## src/rtl/dbus_arbiter_pkg.sv

```systemverilog
// Shared types for the peripheral data-bus arbiter: FSM states, the latched
// request record and a request-detect helper.
package dbus_arbiter_pkg;

    localparam int unsigned ADDR_W = 64;
    localparam int unsigned DATA_W = 64;
    localparam int unsigned TYPE_W = 3;

    typedef enum logic [1:0] {
        ARB_IDLE,
        ARB_BUSY,
        ARB_DONE
    } arb_state_t;

    typedef struct packed {
        logic [TYPE_W-1:0] load_type;
        logic [TYPE_W-1:0] store_type;
        logic [ADDR_W-1:0] addr;
        logic [DATA_W-1:0] wdata;
    } dbus_req_t;

    function automatic logic has_req(input logic [TYPE_W-1:0] load_type,
                                     input logic [TYPE_W-1:0] store_type);
        return (|load_type) | (|store_type);
    endfunction

endpackage

```

## src/rtl/dbus_arbiter_rr_pick2.sv

```systemverilog
// Two-way round-robin picker: a lone requester wins, a tie goes to the
// requester that was not granted last.
module rr_pick2 (
    input  logic [1:0] req,
    input  logic       last,
    output logic       gnt,
    output logic       any
);

    assign any = |req;
    assign gnt = (req == 2'b11) ? ~last : req[1];

endmodule

```

## src/rtl/dbus_arbiter.sv

```systemverilog
// Arbitrates the MEM stage (requester 0) and the debug/DMA port (requester 1)
// onto the shared peripheral bus, one valid/ready transaction at a time.
module dbus_arbiter
    import dbus_arbiter_pkg::*;
#(
    parameter int unsigned TIMEOUT = 64
) (
    input  logic                   clock,
    input  logic                   reset,
    input  logic [1:0][TYPE_W-1:0] r_load_type,
    input  logic [1:0][TYPE_W-1:0] r_store_type,
    input  logic [1:0][ADDR_W-1:0] r_addr,
    input  logic [1:0][DATA_W-1:0] r_wdata,
    output logic [1:0]             r_done,
    output logic                   r_err,
    output logic [DATA_W-1:0]      r_rdata,
    output logic                   core_stall,
    output logic                   b_valid,
    output logic [ADDR_W-1:0]      b_addr,
    output logic [DATA_W-1:0]      b_wdata,
    output logic [TYPE_W-1:0]      b_load_type,
    output logic [TYPE_W-1:0]      b_store_type,
    input  logic                   b_ready,
    input  logic [DATA_W-1:0]      b_rdata
);

    localparam int unsigned CNT_W = $clog2(TIMEOUT);
    localparam logic [CNT_W-1:0] CNT_LAST = CNT_W'(TIMEOUT - 1);

    arb_state_t        state_q, state_d;
    logic              last_q;
    logic              gnt_q;
    dbus_req_t         req_q;
    logic [CNT_W-1:0]  cnt_q;
    logic [DATA_W-1:0] rdata_q;
    logic              err_q;

    logic [1:0] req;
    logic       pick_gnt;
    logic       pick_any;

    assign req[0] = has_req(r_load_type[0], r_store_type[0]);
    assign req[1] = has_req(r_load_type[1], r_store_type[1]);

    rr_pick2 u_pick (
        .req  (req),
        .last (last_q),
        .gnt  (pick_gnt),
        .any  (pick_any)
    );

    // NOTE: b_valid and r_done decode the state register directly, so the
    // asynchronous reset drops them at once instead of at the next edge.
    always_ff @(posedge clock or posedge reset) begin
        if (reset) state_q <= ARB_IDLE;
        else       state_q <= state_d;
    end

    // NOTE: every output of this block gets a default first; a path that
    // skipped an assignment would infer a latch.
    always_comb begin
        state_d = state_q;
        b_valid = 1'b0;
        r_done  = 2'b00;
        unique case (state_q)
            ARB_IDLE: begin
                if (pick_any) state_d = ARB_BUSY;
            end
            ARB_BUSY: begin
                b_valid = 1'b1;
                if (b_ready || (cnt_q == CNT_LAST)) state_d = ARB_DONE;
            end
            ARB_DONE: begin
                r_done[gnt_q] = 1'b1;
                state_d       = ARB_IDLE;
            end
            default: state_d = ARB_IDLE;
        endcase
    end

    // Request inputs are only looked at in IDLE; after the grant the latched
    // copy drives the bus, so a withdrawn request still runs to completion.
    always_ff @(posedge clock or posedge reset) begin
        if (reset) begin
            last_q  <= 1'b1;
            gnt_q   <= 1'b0;
            req_q   <= '0;
            cnt_q   <= '0;
            rdata_q <= '0;
            err_q   <= 1'b0;
        end else begin
            unique case (state_q)
                ARB_IDLE: begin
                    if (pick_any) begin
                        gnt_q  <= pick_gnt;
                        last_q <= pick_gnt;
                        req_q  <= '{load_type:  r_load_type[pick_gnt],
                                    store_type: r_store_type[pick_gnt],
                                    addr:       r_addr[pick_gnt],
                                    wdata:      r_wdata[pick_gnt]};
                        cnt_q  <= '0;
                    end
                end
                ARB_BUSY: begin
                    if (b_ready) begin
                        rdata_q <= (|req_q.load_type) ? b_rdata : '0;
                        err_q   <= 1'b0;
                    end else if (cnt_q == CNT_LAST) begin
                        rdata_q <= '0;
                        err_q   <= 1'b1;
                    end else if (cnt_q != '1) begin
                        cnt_q <= cnt_q + CNT_W'(1);
                    end
                end
                default: ;
            endcase
        end
    end

    assign b_addr       = req_q.addr;
    assign b_wdata      = req_q.wdata;
    assign b_load_type  = req_q.load_type;
    assign b_store_type = req_q.store_type;
    assign r_rdata      = rdata_q;
    assign r_err        = err_q;
    assign core_stall   = req[0] & ~r_done[0];

endmodule
```

## config.mk

```make
export PLATFORM = sky130hd
export DESIGN_NAME = dbus_arbiter
export DESIGN_NICKNAME = d
export VERILOG_FILES = /design/src/rtl/dbus_arbiter_pkg.sv /design/src/rtl/dbus_arbiter_rr_pick2.sv /design/src/rtl/dbus_arbiter.sv
export SDC_FILE = /design/constraint.sdc
export NUM_CORES = 1
export LEC_CHECK = 0
export BUFFER_PORTS_ARGS = -buffer_cell sky130_fd_sc_hd__buf_2
export CAP_MARGIN = 20
export CORE_AREA = 5 5 208 210
export CTS_CLUSTER_SIZE = 10
export DETAILED_ROUTE_END_ITERATION = 7
export DIE_AREA = 0 0 213 215
export SYNTH_ARGS = -nofsm -noshare
export SYNTH_HDL_FRONTEND = slang
export SYNTH_SLANG_ARGS = --single-unit
```

## constraint.sdc

```tcl
create_clock -name clock -period 9.3 [get_ports clock]
set_clock_uncertainty 0.15 [all_clocks]
set_input_delay 0.465 -clock clock [delete_from_list [all_inputs] [get_ports clock]]
set_output_delay 0.465 -clock clock [all_outputs]
set_load 0.05 [all_outputs]
```

# [Word level (Yosys, flattened, before mapping)]
# Index checks and enable logic that the tools add are counted.
[totals] ff_bits=209 inputBits=335 out_inout_bits=203 elab_cells=70
[op_classes] addsub=1 magnitude_cmp=3 n_eq_ne=10 muxes=26 n_bitwise=5 reduce_logical=15
[ops] op="$mux W64" count=7
[ops] op="$mux W6" count=4
[ops] op="$reduce_or A3 Y1" count=5
[ops] op="$mux W3" count=4
[ops] op="$pmux W6 S2" count=1
[ops] op="$ne A2 B2 Y1 const B" count=5
[ops] op="$add A6 B1 Y6 const B" count=1
[ops] op="$eq A6 B6 Y1 const B" count=1
[ops] op="$mux W2" count=3
[ops] op="$ne A6 B6 Y1 const B" count=1
[ops] op="$reduce_and A2 Y1" count=3
[ops] op="$mux W1" count=5
[ops] op="$reduce_and A5 Y1" count=1
[ops] op="$eq A2 B2 Y1 const B" count=2
[ops] op="$lt A1 B2 Y1 const B" count=2
[ops] op="$pmux W2 S2" count=1
[ops] op="$reduce_bool A2 Y1" count=2
[ops] op="$eq A2 B1 Y1 const B" count=1
[ops] op="$logic_not A2 Y1" count=1
[ops] op="$not A1 Y1" count=2
[ops] op="$or A1 B1 Y1" count=2
[ops] op="$reduce_or A2 Y1" count=1
[ops] op="$and A1 B1 Y1" count=1
[ops] op="$demux W1 S1" count=1
[ops] op="3 further kinds" count=3

# [Logic depth before layout (Yosys ltp)]
# Gate-level depths: netlist of run 1.
[logic_depth] ltp_word=7 mapped_depth=8 mapped_depth_nobuf=6

# [By module]
# Synthesis of run 1 repeated with hierarchy kept, for this count alone.
[hier_totals] hier_cells=789 area_unflattened_um2=8954.8
[by_module_without_submodules] module="dbus_arbiter" n_inst=1 cells_per_inst=787 area_per_inst_um2=8941.1 seq_area_each_um2=5231.3
[by_module_without_submodules] module="rr_pick2" n_inst=1 cells_per_inst=2 area_per_inst_um2=13.8 seq_area_each_um2=0.0

# [Worst setup path before layout of run 1]
# OpenSTA, ideal clock, no wires.
[synth_path] kind="flip-flop to flip-flop" from="register req_q (netlist bit b_load_type[0])" to="register rdata_q[0], in the netlist r_rdata[0]" setup_time_ns=0.121 arrival_ns=1.919 t_required_ns=9.029 setup_slack_ns=7.110 path_stages_with_launch=7 path_buffers=3 period_less_slack_ns=2.190 cell_sequence="dfrtp_1 or3_1 clkbuf_1 and3_1 clkbuf_1 clkbuf_1 a22o_1"
[synth_between] elab_chain_len=3
[synth_lines] element="from (decl)" line_no="dbus_arbiter.sv:33" text="dbus_req_t req_q;"
[synth_lines] element="from (signal assigned)" line_no="dbus_arbiter.sv:97" text="req_q <= '{load_type: r_load_type[pick_gnt],"
[synth_lines] element="$reduce_or A3 Y1" line_no="dbus_arbiter.sv:106" text="rdata_q <= (|req_q.load_type) ? b_rdata : '0;"
[synth_lines] element="$mux W64" line_no="dbus_arbiter.sv:106"
[synth_lines] element="$mux W64" line_no="dbus_arbiter.sv:105" text="if (b_ready) begin"
[synth_lines] element="to (signal assigned)" line_no="dbus_arbiter.sv:106"
[synth_lines] element="to (decl)" line_no="dbus_arbiter.sv:35" text="logic [DATA_W-1:0] rdata_q;"
# Every way passes these cells.
# A chain may end at the register's enable or synchronous reset.

# [Worst setup path after layout of run 1]
[layout_path] from="input port r_load_type[3] (netlist name)" to="register req_q (netlist bit b_wdata[27])"
[layout_between] elab_chain_len=6 elab_cells_between_ends=8 classes_between="1 x eq/ne; 3 x mux; 1 x bitwise; 3 x reduce/logical"
[layout_lines] element="from (decl)" line_no="dbus_arbiter.sv:10" text="input logic [1:0][TYPE_W-1:0] r_load_type,"
[layout_lines] element="$reduce_or A3 Y1 (*)" line_no="dbus_arbiter_pkg.sv:24" text="return (|load_type) | (|store_type);"
[layout_lines] element="$or A1 B1 Y1 (*)" line_no="dbus_arbiter_pkg.sv:24"
[layout_lines] element="$eq A2 B2 Y1" line_no="dbus_arbiter_rr_pick2.sv:11" text="assign gnt = (req == 2'b11) ? ~last : req[1];"
[layout_lines] element="$mux W1" line_no="dbus_arbiter_rr_pick2.sv:11"
[layout_lines] element="$mux W64 (not written as such) (2 in series)" line_no="dbus_arbiter.sv:100" text="wdata: r_wdata[pick_gnt]};"
# Every way passes the cells marked *; elsewhere a longest branch is shown, timed or not. The select of a mux whose other input is x is not followed.

==> summary.txt, run 1 <==
Yosys
  • Post-synthesis sequential area ratio: 0.535
  • Syn avg cell area: 11.0 sq um
  • Post-Synth Adder-Cell Area: 0.00128
  • Yosys warning count: 0
  • XOR/XNOR Fraction of Synth Area: 0
  • Syn_nets: 1226
  • Yosys reg bits: 209
  • Main combinational cell family by area after synthesis: compound AO/OA/AOI/OAI gates
  • Post-Synthesis Cell Area: 0.00978 sq mm
  • Multiplexer area fraction after synthesis: 0.00410
  • Post-synthesis simple-gate area fraction: 0.0246
  • Compound-cell area share of the yosys netlist: 0.381
  • Synth Instances: 890
  • Synth cell types: 37

Worst setup path
  • Crit. End Element: flip-flop
  • CP peak stage delay: 0.81 ns
  • Worst setup path category: in -> reg
  • CP max-delay cell: buf_4
  • CP dominant cell by count: buf_4
  • Crit path DAT: 3.49 ns
  • Critical Path, Cell by Cell: buf_2 > nor4_1 > and4_4 > buf_4 > buf_4 > a311oi_1 > a2bb2oi_1
  • CP required: 9.61 ns
  • Critical Path Start Type: primary input
  • CP bufs+invs: 3
  • Maximum fanout along the worst path: 78
  • Delay-heaviest family, CP: buffers and inverters

Floorplan
  • Die width: 213 microns
  • Die ar.: 0.0458 sq mm
  • I/O pin count: 538
  • Starting Density: 0.236
  • Core area: 0.0414 sq mm
  • FP Rows: 75
  • Chip Height: 215 microns

Global route
  • Most Crowded Layer GR: met2
  • Vias in the first global route: 10.7k
  • Met1 usage: 0.208
  • Global-route wire length before repair: 62200 microns
  • Met2 Use GR: 0.285
  • GR Util met3: 0.0308
  • Grt total ovfl: 0
  • GRT Util Overall: 0.167
  • Initial antenna violation count: 3
  • Largest net degree at the start of global routing: 82

Routing
  • DRC viols: 0
  • Final wirelength: 41000 microns
  • Routed Antenna Nets: 0
  • Via Count: 10.4k
  • Vias per Instance: 5.30
  • Initial drt markers: 748
  • DR pass1 iterations: 5
  • Routed WL per cell: 20.9 microns

Timing
  • Final period utilization: 0.342
  • Max Slew Vio Count: 0
  • Worst slew pin tran: 0.981 ns
  • RSZ-0062 raised after global routing: false
  • Fmax: 0.315 GHz
  • Final hold viol count: 0
  • Final setup TNS: 0 ns
  • Final number of setup-violating endpoints: 0
  • Minimum clock period: 3.18 ns
  • Slew HR: 0.346

Placed design
  • Post-DP HPWL: 27800 microns
  • GPL Wtd Cong: 0.847
  • Dpl cell area: 0.0128 sq mm
  • Port bufs: 537

Clock tree
  • # Post-CTS Setup Buffers: 0
  • # resized after CTS: 0
  • Hold-fix buffers, CTS: 64
  • Clk pin slew, worst setup/hold paths: 0.06 ns
  • Max Root-Sink Buffers: 3
  • CTS H-tree depth: 1
  • CTS buffer count: 26
  • TritonCTS Sinks: 209
  • Worst skew pair latency: 0.55 ns
  • CTS tree: built
  • CTS root buffer: clkbuf_16

Layout
  • Ratio of cells with drive above 1 in the final layout: 0.419
  • Register area: 0.00523 sq mm
  • Core Util, Final: 0.344
  • Multi-input gate area: 0.00406 sq mm
  • Area grow syn2layout: 45.7%
  • Commonest non-fill, non-tap cells in the layout: buf_2 (537), dfrtp_1 (208), o21ai_0 (168)
  • Post-route cell area: 0.0142 sq mm
  • Filler Cells Inserted: 4210
  • Commonest non-fill, non-tap cell in the layout: buf_2
  • Final net count: 1750

Power and ir drop
  • Cell Pwr Density: 436 mW/mm^2
  • Worst vdd ir: 0.230 mV
  • Pleak: 6.50 nW

Min path
  • Hold crit path type: in -> reg

Flow run
  • Maxcap violations: 0

Outcome
  • Status: finished clean
==> area by class of cell <==
cell class,count,share of cell area
Antenna cell,2,0.000351
Sequential cell,209,0.367
Timing Repair Buffer,618,0.244
Inverter,8,0.00263
Multi-Input combinational cell,551,0.285
Clock buffer,34,0.0499
Clock inverter,4,0.00395
Tap cell,539,0.0473
==> power by group <==
part	internal (mW)	total [mW]	switching [mW]	leakage, nW
Combinational	1.04	3.63	2.59	3.67
Sequential	1.36	1.64	0.273	2.46
Clock	0.556	0.946	0.390	0.377
Total	2.96	6.22	3.26	6.50
==> per-layer routing <==
metal | wire length (microns) | part of all wire
met1 | 15900 | 0.39
met2 | 20100 | 0.49
met3 | 3310 | 0.081
met4 | 1640 | 0.040
met5 | 13 | 0.00032
==> kinds of logic after synthesis <==
family	after synthesis
AO/OA/AOI/OAI	500
adder cells (fa/ha/maj)	1
buffers and inverters	130
flip-flops	209
multiplexers	4
AND/OR/NAND/NOR	46
==> worst reg2reg max path, stage by stage (launching register included) <==
cell and delay, ns:
dfstp_2 0.58, a21boi_4 0.59, buf_4 0.54, buf_4 0.59
o21ai_0 0.39, a2bb2oi_1 0.22
==> flip-flops by register name, indices dropped and copies added, names as in the netlist <==
register / cells
r_err: 1
b_load_type: 3
gnt_q: 1
state_q: 2
b_store_type: 3
r_rdata: 64
last_q: 1
cnt_q: 6
b_addr: 64
b_wdata: 64
==> cells in the mapped netlist <==
master,count,area (sq um)
nand2_1,4,15.0
mux2i_1,4,40.0
ha_1,1,12.5
a41oi_1,1,8.76
o32ai_1,1,8.76
and2_1,1,6.26
dfstp_2,1,26.3
nor2b_1,1,6.26
or3_1,1,6.26
buf_2,18,90.1
o2bb2ai_1,3,26.3
buf_4,4,30.0
a22o_1,48,420
buf_1,11,41.3
inv_1,8,30.0
o31ai_1,1,7.51
nand2b_1,2,12.5
dfrtp_1,208,5200
nand3_1,17,85.1
a2bb2oi_1,135,1180
a21boi_1,1,7.51
nor4_1,2,12.5
nor3_1,3,15.0
clkbuf_1,89,334
a31oi_1,1,6.26
a211oi_1,6,45.0
or4_1,1,7.51
and3_1,4,25.0
a311oi_1,128,1120
o22ai_1,1,6.26
o21ai_0,168,841
o31ai_4,1,21.3
nand3b_1,1,7.51
or2_2,1,6.26
nor2_1,7,26.3
a21oi_1,5,25.0
and4_1,1,8.76
==> worst paths after layout <==
check,startpoint,slack (ns),to,cells past startpoint
max,r_load_type[3],6.12,b_wdata[27],7
min,b_rdata[51],0.03,r_rdata[51],3
max reg2reg,last_q,6.17,b_wdata[21],5
min reg2reg,r_rdata[63],0.35,r_rdata[63],1
max in group asynchronous,reset,7.24,b_addr[24],4
min in group asynchronous,reset,0.38,r_rdata[5],3
==> stage by stage <==
step / hold slack [ns] / setup slack [ns] / std cells / total power, mW
after floorplan: 0.327 / 2.98 / 890 / 4.32
after global placement: 0.333 / 5.72 / 1860 / 5.23
after detailed placement: 0.335 / 5.63 / 1861 / 5.27
after CTS: 0.00125 / 6.13 / 1963 / 6.26
after global routing: 0.0222 / 5.96 / 1965 / 6.51
final: 0.0297 / 6.12 / 1965 / 6.22
(Power assumes the default switching activity.)
==> run 2, diff against run 1 <==
ABC_AREA = 1   (was default)
CORE_AREA = 5 5 205 207   (was 5 5 208 210)
DIE_AREA = 0 0 210 212   (was 0 0 213 215)
clock period = 2.7 ns   (was 9.3 ns; I/O delays follow)
==> run 2 against run 1 <==
Critical path depth up 4. Worst setup slack worse by 5.9 ns. Die area down 2.8%. Power rose to 3.7 times the previous value. Via count up 27%. Area after synthesis up 11%. Count of clock-buffer cells in the layout down 1. Combinational power rose to 3.9 times the previous value.
==> summary.txt, run 2 <==
Timing
  • Final WS setup: 0.205 ns
  • Fin Hold WS: 0.219 ns
  • Fmax: 0.401 GHz
  • RSZ-0062 raised after global routing: false
  • Final number of setup-violating endpoints: 0
  • Slew HR: 0.529
  • Worst slew pin tran: 0.702 ns
  • Max Slew Vio Count: 0
  • Minimum clock period: 2.49 ns
  • Final period utilization: 0.924
  • Final hold viol count: 0

Power and ir drop
  • Worst vdd ir: 1.08 mV
  • Cell Pwr Density: 1250 mW/mm^2
  • Pleak: 10.2 nW

Yosys
  • Yosys top cell by area: dfrtp_1
  • Synth area leaders: dfrtp_1 (48%), nand3_1 (17%), nand2_1 (17%), inv_1 (9.6%), buf_2 (2.3%)
  • Ys flop type: dfrtp_1
  • Syn_nets: 1859
  • Synth top area share: 0.478
  • Yosys reg bits: 209
  • Syn avg cell area: 7.15 sq um
  • Yosys warning count: 0
  • Most common cell in the netlist: nand2_1
  • Number of synthesized flops with an enable pin: 0
  • Post-synthesis sequential area ratio: 0.481
  • Post-Synthesis Cell Area: 0.0109 sq mm
  • Commonest cells post-synth: nand2_1 (492), nand3_1 (374), inv_1 (279), dfrtp_1 (208), buf_2 (49)
  • Synth cell types: 24
  • Synth Instances: 1523
  • Synth async-reset ratio: 1.00

Layout
  • Area grow syn2layout: 66.9%
  • Ratio of cells with drive above 1 in the final layout: 0.256
  • Commonest non-fill, non-tap cell in the layout: buf_2
  • Final net count: 2689
  • Commonest non-fill, non-tap cells in the layout: buf_2 (537), nand2_1 (492), nand3_1 (373)

Worst setup path
  • Critical Path Start Type: primary input
  • CP max-delay cell: dlygate4sd3_1
  • Crit path DAT: 2.81 ns
  • Worst setup path category: in -> reg
  • Maximum fanout along the worst path: 58
  • Critical Path, Cell by Cell: dlygate4sd3_1 > buf_2 > nor2_1 > nand3_2 > nand2_4 > nand2_8 > buf_12 > nand2_1 > nand3_1 > dlygate4sd3_1 > nand2_1
  • Crit. End Element: flip-flop
  • CP required: 3.01 ns
  • CP peak stage delay: 0.57 ns

Floorplan
  • Die width: 210 microns
  • I/O pin count: 538
  • Core area: 0.0402 sq mm
  • Die ar.: 0.0445 sq mm
  • Starting Density: 0.271
  • Chip Height: 212 microns
  • FP Rows: 74

Routing
  • Final wirelength: 43800 microns
  • DR pass1 iterations: 5
  • DRC viols: 0
  • Initial drt markers: 1026
  • Routed Antenna Nets: 0
  • Routed WL per cell: 15.1 microns
  • Vias per Instance: 4.55
  • Via Count: 13.2k

Placed design
  • Post-DP HPWL: 28600 microns
  • GPL Wtd Cong: 0.942
  • Pre-CTS setup slack: 0.458 ns
  • Port bufs: 537

Clock tree
  • CTS tree: built
  • CTS buffer count: 25
  • TritonCTS Sinks: 209
  • CTS root buffer: clkbuf_16
  • CTS H-tree depth: 1
  • Max Root-Sink Buffers: 3
  • Worst skew pair latency: 0.53 ns
  • Clk pin slew, worst setup/hold paths: 0.06 ns

Global route
  • Grt total ovfl: 0
  • Vias in the first global route: 13.6k
  • Largest net degree at the start of global routing: 143
  • Initial antenna violation count: 5
  • Global-route wire length before repair: 69400 microns
  • GRT Util Overall: 0.188

Min path
  • Hold crit path type: in -> reg

Outcome
  • Status: finished clean

Flow run
  • Maxcap violations: 0
run 2: cell count changes after synthesis, moves of 48 or more:
cell       before  now
a22o_1         48    0
a2bb2oi_1     135    0
a311oi_1      128    0
clkbuf_1       89   18
inv_1           8  279
nand2_1         4  492
nand3_1        17  374
o21ai_0       168    4
run 2: worst max-delay path: cells and delay by family:
family        cells  cell delay [ns]
simple gates      7             1.12
buf+inv           4             1.50
run 2: cell families (layout without fill, tap and decap cells):
logic type,Yosys count,after routing,synth area share
adders and majority gates,1,1,0.00115
AOI/OAI and AO/OA,24,24,0.0116
other,0,3,0
DFF,209,209,0.481
buffers and inverters,378,1215,0.144
xor gates and xnor gates,1,1,0.000805
and+or+nand+nor,910,910,0.362
run 2: per-stage QoR:
step | TNS (ns) | area, sq um | cells | power, mW | util
floorplan | -62.07 | 10900 | 1523 | 14.8 | -
global placement | 0 | 14000 | 2517 | 18.1 | 0.350
detailed placement | 0 | 14000 | 2517 | 18.2 | 0.350
CTS | 0 | 18200 | 2892 | 22.9 | 0.452
global route | 0 | 18200 | 2895 | 24.2 | 0.452
finish | 0 | 18200 | 2895 | 22.8 | 0.452
run 2: final cells by class:
type                            instances  area [sq um]
Fill cell                            3880         22000
Timing Repair Buffer                  899          6400
Sequential cell                       209          5230
Multi-Input combinational cell        936          4110
Inverter                              282          1060
Clock buffer                           33           686
Tap cell                              532           666
Clock inverter                          1          8.76
Antenna cell                            3          7.51
run 2: per-layer routing:
layer	up-vias	global-route usage	wire length (microns)
met5	-	0	25
li1	6295	-	-
met4	4	0.0842	1970
met1	6128	0.214	16400
met3	126	0.0452	3630
met2	624	0.338	21700
run 2: power breakdown:
part / internal [mW] / switching, mW / total (mW)
clock network: 1.74 / 1.27 / 3.01
registers: 4.70 / 0.935 / 5.63
logic: 4.23 / 9.92 / 14.2
total: 10.7 / 12.1 / 22.8
run 2: worst paths after layout:
check,slack [ns],depth (start not counted),startpoint,endpoint
min reg2reg,0.32,2,b_wdata[63],b_wdata[63]
max in group asynchronous,0.97,5,reset,b_wdata[13]
min,0.22,4,b_rdata[6],r_rdata[6]
max,0.21,11,r_load_type[2],b_wdata[19]
min in group asynchronous,0.60,4,reset,b_wdata[60]
max reg2reg,0.21,7,state_q[1],b_wdata[19]
run 2: timing repair:
item	in CTS	in global routing
resized for setup	0	1
buffers inserted	0	0
endpoints found under the setup margin	0	29
hold buffers	341	0
endpoints found under the hold margin	408	0
==> run 3, diff against run 2 <==
clock period = 3 ns   (was 2.7 ns; I/O delays follow)
==> run 3 against run 2 <==
Via count increased by 0.46%. Core utilization increased by 0.33 points. Worst hold slack got worse by 0.093 ns. Count of clock-buffer cells in the layout increased by 4. Final cell count increased by 0.45%. Sequential share of layout area decreased by 0.21 points. Worst setup slack improved by 0.15 ns. Die area unchanged. Routed wire length increased by 0.74%.
==> summary.txt, run 3 (same netlist as run 2, synthesis figures left out) <==
Floorplan
  • Die ar.: 0.0445 sq mm
  • Chip Height: 212 microns
  • Starting Density: 0.271
  • Die width: 210 microns
  • Core area: 0.0402 sq mm
  • FP Rows: 74
  • I/O pin count: 538

Layout
  • Commonest non-fill, non-tap cell in the layout: buf_2
  • Area grow syn2layout: 68.1%
  • Final net count: 2697
  • Ratio of cells with drive above 1 in the final layout: 0.256
  • Commonest non-fill, non-tap cells in the layout: buf_2 (537), nand2_1 (492), nand3_1 (373)
  • Filler Cells Inserted: 3815
  • Register area: 0.00523 sq mm
  • Core Util, Final: 0.455
  • Multi-input gate area: 0.00410 sq mm

Worst setup path
  • Crit path DAT: 2.92 ns
  • Critical Path Start Type: primary input
  • Worst setup path category: in -> reg
  • Maximum fanout along the worst path: 54
  • CP required: 3.28 ns
  • Crit. End Element: flip-flop

Clock tree
  • CTS root buffer: clkbuf_16
  • TritonCTS Sinks: 209
  • CTS H-tree depth: 1
  • Clk pin slew, worst setup/hold paths: 0.06 ns
  • Max Root-Sink Buffers: 3
  • CTS tree: built
  • # resized after CTS: 0
  • # Post-CTS Setup Buffers: 0
  • Worst skew pair latency: 0.55 ns
  • CTS buffer count: 26

Global route
  • Met1 usage: 0.216
  • Most Crowded Layer GR: met2
  • Met2 Use GR: 0.332
  • GRT Util Overall: 0.189
  • GR Util met3: 0.0465
  • Grt total ovfl: 0
  • Initial antenna violation count: 2
  • Vias in the first global route: 13.7k
  • Largest net degree at the start of global routing: 120
  • Global-route wire length before repair: 69700 microns

Flow run
  • Maxcap violations: 0

Timing
  • Max Slew Vio Count: 0
  • Final period utilization: 0.883
  • Final WS setup: 0.352 ns
  • Fmax: 0.378 GHz
  • RSZ-0062 raised after global routing: false
  • Final number of setup-violating endpoints: 0
  • Minimum clock period: 2.65 ns
  • Slew HR: 0.445
  • Final hold viol count: 0
  • Worst slew pin tran: 0.831 ns

Routing
  • Final wirelength: 44100 microns
  • Routed WL per cell: 15.2 microns
  • DRC viols: 0
  • DR pass1 iterations: 5
  • Routed Antenna Nets: 0
  • Vias per Instance: 4.55
  • Initial drt markers: 923
  • Via Count: 13.2k

Power and ir drop
  • Total Power: 20.8 mW
  • Worst vdd ir: 0.704 mV
  • Cell Pwr Density: 1140 mW/mm^2
  • Pleak: 10.3 nW

Placed design
  • Post-DP HPWL: 28900 microns
  • Pre-CTS setup slack: 0.712 ns
  • GPL Wtd Cong: 0.928
  • Port bufs: 537

Outcome
  • Status: finished clean

Min path
  • Hold crit path type: in -> async
[run 3: worst paths after layout]
kind	start	end	depth (start not counted)	slack, ns
max in group asynchronous	reset	b_wdata[27]	4	1.93
min in group clock	b_rdata[25]	r_rdata[25]	4	0.23
min reg2reg	b_wdata[5]	b_wdata[5]	2	0.32
min	reset	b_wdata[54]	4	0.13
max reg2reg	last_q	b_addr[49]	7	0.45
max	r_load_type[2]	b_wdata[32]	10	0.35
[run 3: layout make-up]
| type | count | area share |
|---|---|---|
| tap | 532 | 0.0364 |
| sequential | 209 | 0.286 |
| clock buffer | 37 | 0.0394 |
| clock inverter | 4 | 0.00308 |
| timing repair buffer | 906 | 0.353 |
| inverter | 282 | 0.0580 |
| multi-input combinational | 936 | 0.224 |
| antenna | 2 | 0.000273 |
[run 3: metrics by stage]
stage	area [sq um]	std cells	hold WS [ns]	setup TNS (ns)
after floorplan	10900	1523	0.141	-2.79
after global placement	14000	2516	0.208	0
after detailed placement	14000	2516	0.211	0
after CTS	18300	2906	0.159	0
after global routing	18300	2906	0.188	0
final	18300	2908	0.126	0
[run 3: where the power goes]
group          internal, mW  switching (mW)  leakage (nW)
clock                  1.74            1.22         0.380
combinational          3.82            8.96          7.35
sequential             4.23           0.823          2.55
[run 3: worst max-delay path, stage by stage]
cell and delay (ns):
dlygate4sd3_1 0.53, buf_2 0.13, nor2_1 0.19, nand3_2 0.16, nand2_4 0.22, buf_4 0.54, nand3_1 0.22, nand3_1 0.13
dlygate4sd3_1 0.55, nand2_1 0.05
[run 3: what timing repair did]
action / in CTS / in global routing
endpoints found under the setup margin: 0 / 0
endpoints found under the hold margin: 410 / 0
hold buffers: 349 / 0
[run 3: per-layer routing]
metal / part of all wire / wire [microns]
met5: 0.00048 / 21
met2: 0.49 / 21600
met4: 0.046 / 2030
met1: 0.38 / 16800
met3: 0.083 / 3670
